### src/rtl/valid_delay_pkg.sv
// Shared constants and the tap-select clamp for the valid delay line.
package valid_delay_pkg;

    localparam int DEFAULT_WIDTH = 8;
    localparam int DEFAULT_DEPTH = 4;
    localparam int MAX_DEPTH     = 32;

    function automatic int clamp_sel(input int sel, input int depth);
        return (sel > depth) ? depth : sel;
    endfunction

endpackage

### src/rtl/delay_stage.sv
// One {data, valid} register of the delay line; flush outranks enable.
module delay_stage
    import valid_delay_pkg::*;
#(
    parameter int W = DEFAULT_WIDTH + 1
) (
    input  logic         clk,
    input  logic         rst,
    input  logic         en,
    input  logic         flush,
    input  logic [W-1:0] d,
    output logic [W-1:0] q
);

    always_ff @(posedge clk or negedge rst) begin
        if (!rst) begin
            q <= '0;
        end else if (flush) begin
            q <= '0;
        end else if (en) begin
            q <= d;
        end
    end

endmodule

### src/rtl/valid_delay_line.sv
// Multi-tap data/valid delay line with selectable output tap, stall, flush,
// fill tracking and registered edge pulses on the selected valid.
module valid_delay_line
    import valid_delay_pkg::*;
#(
    parameter int WIDTH = DEFAULT_WIDTH,
    parameter int DEPTH = DEFAULT_DEPTH,
    parameter int SELW  = $clog2(DEPTH + 1)
) (
    input  logic                   clk,
    input  logic                   rst,
    input  logic                   en,
    input  logic                   flush,
    input  logic [WIDTH-1:0]       data_in,
    input  logic                   datavalid,
    input  logic [SELW-1:0]        sel,
    output logic [DEPTH*WIDTH-1:0] tap_data,
    output logic [DEPTH-1:0]       tap_valid,
    output logic [WIDTH-1:0]       data_out,
    output logic                   valid_out,
    output logic                   primed,
    output logic                   rise_pulse,
    output logic                   fall_pulse
);

    localparam int CNTW = $clog2(DEPTH + 1);

    // taps[0] is the live input, taps[k] the output of stage k, so the
    // clamped select indexes the array directly.
    logic [WIDTH:0]  taps [DEPTH+1];
    logic [SELW-1:0] sel_c;
    logic [CNTW-1:0] fill_cnt;
    logic            valid_prev;

    assign taps[0] = {data_in, datavalid};

    for (genvar k = 1; k <= DEPTH; k++) begin : g_stage
        delay_stage #(
            .W (WIDTH + 1)
        ) u_stage (
            .clk   (clk),
            .rst   (rst),
            .en    (en),
            .flush (flush),
            .d     (taps[k-1]),
            .q     (taps[k])
        );

        assign tap_data[k*WIDTH-1 -: WIDTH] = taps[k][WIDTH:1];
        assign tap_valid[k-1]               = taps[k][0];
    end

    assign sel_c = SELW'(clamp_sel(int'(sel), DEPTH));

    always_comb begin
        data_out  = taps[sel_c][WIDTH:1];
        valid_out = taps[sel_c][0];
    end

    // Fill count saturates at DEPTH so primed stays valid indefinitely.
    always_ff @(posedge clk or negedge rst) begin
        if (!rst) begin
            fill_cnt <= '0;
        end else if (flush) begin
            fill_cnt <= '0;
        end else if (en && (int'(fill_cnt) < DEPTH)) begin
            fill_cnt <= fill_cnt + CNTW'(1);
        end
    end

    assign primed = (int'(fill_cnt) >= int'(sel_c));

    // Edge history runs every clock, so a stall or a select change that
    // moves valid_out is still reported.
    always_ff @(posedge clk or negedge rst) begin
        if (!rst) begin
            valid_prev <= 1'b0;
            rise_pulse <= 1'b0;
            fall_pulse <= 1'b0;
        end else begin
            valid_prev <= valid_out;
            rise_pulse <= valid_out & ~valid_prev;
            fall_pulse <= ~valid_out & valid_prev;
        end
    end

endmodule
### config.mk
export PLATFORM = sky130hd
export DESIGN_NAME = valid_delay_line
export DESIGN_NICKNAME = d
export VERILOG_FILES = /design/src/rtl/valid_delay_pkg.sv /design/src/rtl/delay_stage.sv /design/src/rtl/valid_delay_line.sv
export SDC_FILE = /design/constraint.sdc
export NUM_CORES = 1
export LEC_CHECK = 0
export BUFFER_PORTS_ARGS = -buffer_cell sky130_fd_sc_hd__clkbuf_2
export CAP_MARGIN = 10
export CORE_UTILIZATION = 46
export CTS_CLUSTER_DIAMETER = 200
export DETAILED_ROUTE_END_ITERATION = 16
export PLACE_DENSITY = 0.75
export RECOVER_POWER = 50
export SYNTH_ARGS = -nofsm -noshare
export SYNTH_HDL_FRONTEND = slang
export SYNTH_SLANG_ARGS = --single-unit
### constraint.sdc
create_clock -name clk -period 1.2 [get_ports clk]
set_clock_uncertainty 0.15 [all_clocks]
set_input_delay 0 -clock clk [delete_from_list [all_inputs] [get_ports clk]]
set_output_delay 0 -clock clk [all_outputs]
set_load 0.05 [all_outputs]
==> impl_metrics.json <==
{
  "worstSetupEndpointType": "primary output",
  "fin_ws_ns": -0.578,
  "cts_root_buffer": "clkbuf_8",
  "grt.overflow.total": 0,
  "yosys_warnings": 0,
  "drt_iter0_drc": 78,
  "synthTopCellsByArea": "dfrtp_1, mux2i_1, nor2_1",
  "max_freq_mhz": 562,
  "grt_start_max_net_pins": 43,
  "port_buffers": 63,
  "whs_ns": 0.0944,
  "rrSetupSlack_ns": -0.13,
  "worstPathCellList": "inv_2, ha_4, nand2b_4, a21o_1, a21o_4, clkbuf_16",
  "slew_headroom_pct": 61.9,
  "nNetsFinal": 334,
  "ys_seq_elements": 42,
  "grt_antenna_before_repair": 0,
  "hold_viol": 0,
  "start_util_pct": 48.6,
  "synthArstFlopShare_pct": 100,
  "cts_tree": "built",
  "power.total_w": 0.00332,
  "drt-vias-per-instance": 5.18,
  "fillers": 287,
  "maxCapViolCount": 0,
  "numCtsBuffers": 5,
  "power.density_nw_per_um2": 967,
  "rsz0062_at_grt": "true",
  "wl_microns": 5780,
  "rows": 24,
  "worstSetupStartpointType": "flop",
  "area_growth_syn_to_layout_pct": 59.9,
  "synth_area_per_cell_sq_um": 11.5,
  "worstPathMaxFanout": 2,
  "fin_cells": 366,
  "synth-seq-area-share_pct": 49.0,
  "grt_pass1_wl_microns": 9360,
  "peakVddDrop_v": 0.000730,
  "leakage_nw": 1.76,
  "multi_input_area_sq_um": 1100,
  "wl_per_cell_microns": 15.8,
  "die_w_microns": 70.3,
  "h-tree-depth": 2,
  "clock_latency_ns": 0.29,
  "synthFlopType": "dfrtp_1",
  "hpwl_microns": 3740,
  "clk_pin_slew_worst_paths_ns": 0.08,
  "antenna_cells": 0,
  "regArea_sq_um": 1090,
  "critPathKind": "reg2out",
  "crit_required_ns": 1.05,
  "min_period_over_period_pct": 148,
  "ant_nets": 0,
  "die_y_microns": 70.3,
  "coreArea_sq_um": 4410,
  "tightest_slew_ns": 0.572,
  "yosys.area.top_type": "dfrtp_1",
  "synth_edf_count": 0,
  "die-area_sq_um": 4940,
  "slowest_delay_ns": 0.39,
  "hp-class": "in2reg",
  "fin_crit_ns": 1.78,
  "fin_util_pct": 77.7,
  "vias": 1896,
  "gp_congestion": 0.776,
  "syn_area_sq_um": 2140,
  "synthesis.nets": 207,
  "dr.pass1.iters": 5,
  "clk_path_buf_depth": 2,
  "finalSetupViolCount": 13,
  "clock-sinks": 42,
  "synth_cells": 187,
  "drv_slew": 0,
  "drc": 0,
  "ys_types": 24,
  "track_usage_pct": 24.3,
  "slowest_stage": "dfrtp_1",
  "yosys.area.top_type_share_pct": 49.0,
  "cp.arrival_ns": 1.63,
  "violations": "negative setup slack",
  "final_layout_size_suffix_gt1_share_pct": 54.8,
  "placed_cells": 344,
  "ios": 64,
  "totalNegativeSetupSlack_ns": -2.90,
  "grt_pass1_vias": 1892,
  "status": "complete, but fails checks"
}
[state kept, by name (all words and copies together) (netlist names)]
register	flops
fall_pulse	1
g_stage.u_stage.q	36
valid_prev	1
fill_cnt	3
rise_pulse	1
[critical path, delay by kind of cell, from the launching register on]
kind            cells  cell delay (ns)
buf+inv             2             0.24
fa+ha+maj           1             0.19
flops               1             0.39
simple gates        1             0.13
compound gates      2             0.38
[layout make-up]
type	count	share of cell area (%)
inverter	10	1.09
timing repair buffer	132	30.9
tap	52	1.90
clock buffer	7	2.23
sequential	42	31.9
multi-input combinational	123	32.0
[layout by cell type (no fill, tap or decap), drive strengths merged]
cell type,netlist,final
nor2,42,42
a21oi,2,2
nor2b,2,2
ha,4,4
nand2b,4,4
a222oi,6,6
a221oi,2,2
mux2i,54,54
dfrtp,42,42
clkbuf,2,38
o21a,1,1
dlygate4sd3,0,12
a211oi,1,1
nand2,1,1
o2bb2ai,1,1
nor3,1,1
a21o,2,2
inv,10,10
buf,10,89
[metrics by stage]
step	setup slack, ns	cell area [sq um]
after floorplan	-0.867	2260
after global placement	-0.306	2970
after detailed placement	-0.346	2970
after CTS	-0.585	3400
after global routing	-0.613	3430
final	-0.578	3430
[report_power, final]
part | switching [W] | internal, W
Sequential | 0.0000284 | 0.00147
Combinational | 0.000561 | 0.000408
Clock | 0.000450 | 0.000401
Total | 0.00104 | 0.00228
[kinds of logic (layout without fill, tap and decap cells)]
logic type      count (synthesis)  after routing  synth area share, %
buf+inv                        22            149                 6.83
compound gates                 15             15                 6.42
flops                          42             42                 49.0
simple gates                   50             50                 10.2
fa+ha+maj                       4              4                 2.33
mux                            54             54                 25.2
[Yosys cell counts, types with 2 or more instances]
master / count
nor2_1: 42
ha_1: 4
inv_1: 8
buf_2: 2
a21o_1: 2
buf_6: 6
mux2i_1: 54
dfrtp_1: 42
a221oi_1: 2
a21oi_1: 2
nand2b_1: 3
clkbuf_1: 2
a222oi_1: 6
inv_2: 2
[repair_timing]
action,4_1_cts,5_1_grt
buffers inserted,3,2
setup endpoints to repair,44,46
hold endpoints to repair,81,0
pin swaps,8,4
hold buffers,12,0
resized for setup,58,56
[final timing paths]
check | startpoint | end | depth (start not counted)
worst max-delay path | fill_cnt[0] | primed | 6
worst min-delay path | datavalid | rise_pulse | 4
worst min register to register | valid_prev | rise_pulse | 1
min in group asynchronous | rst | g_stage[4].u_stage.q[0] | 3
worst max register to register | g_stage[2].u_stage.q[0] | rise_pulse | 5
max in group asynchronous | rst | g_stage[3].u_stage.q[5] | 3
[metal layers]
| layer | part of all wire [%] | track usage [%] | up-vias |
|---|---|---|---|
| met3 | 4.6 | 4.91 | 2 |
| met5 | 0 | 0 | - |
| li1 | - | - | 897 |
| met1 | 43 | 31.2 | 940 |
| met4 | 0.36 | 6.00 | 0 |
| met2 | 52 | 41.8 | 57 |
(Power assumes the default switching activity.)
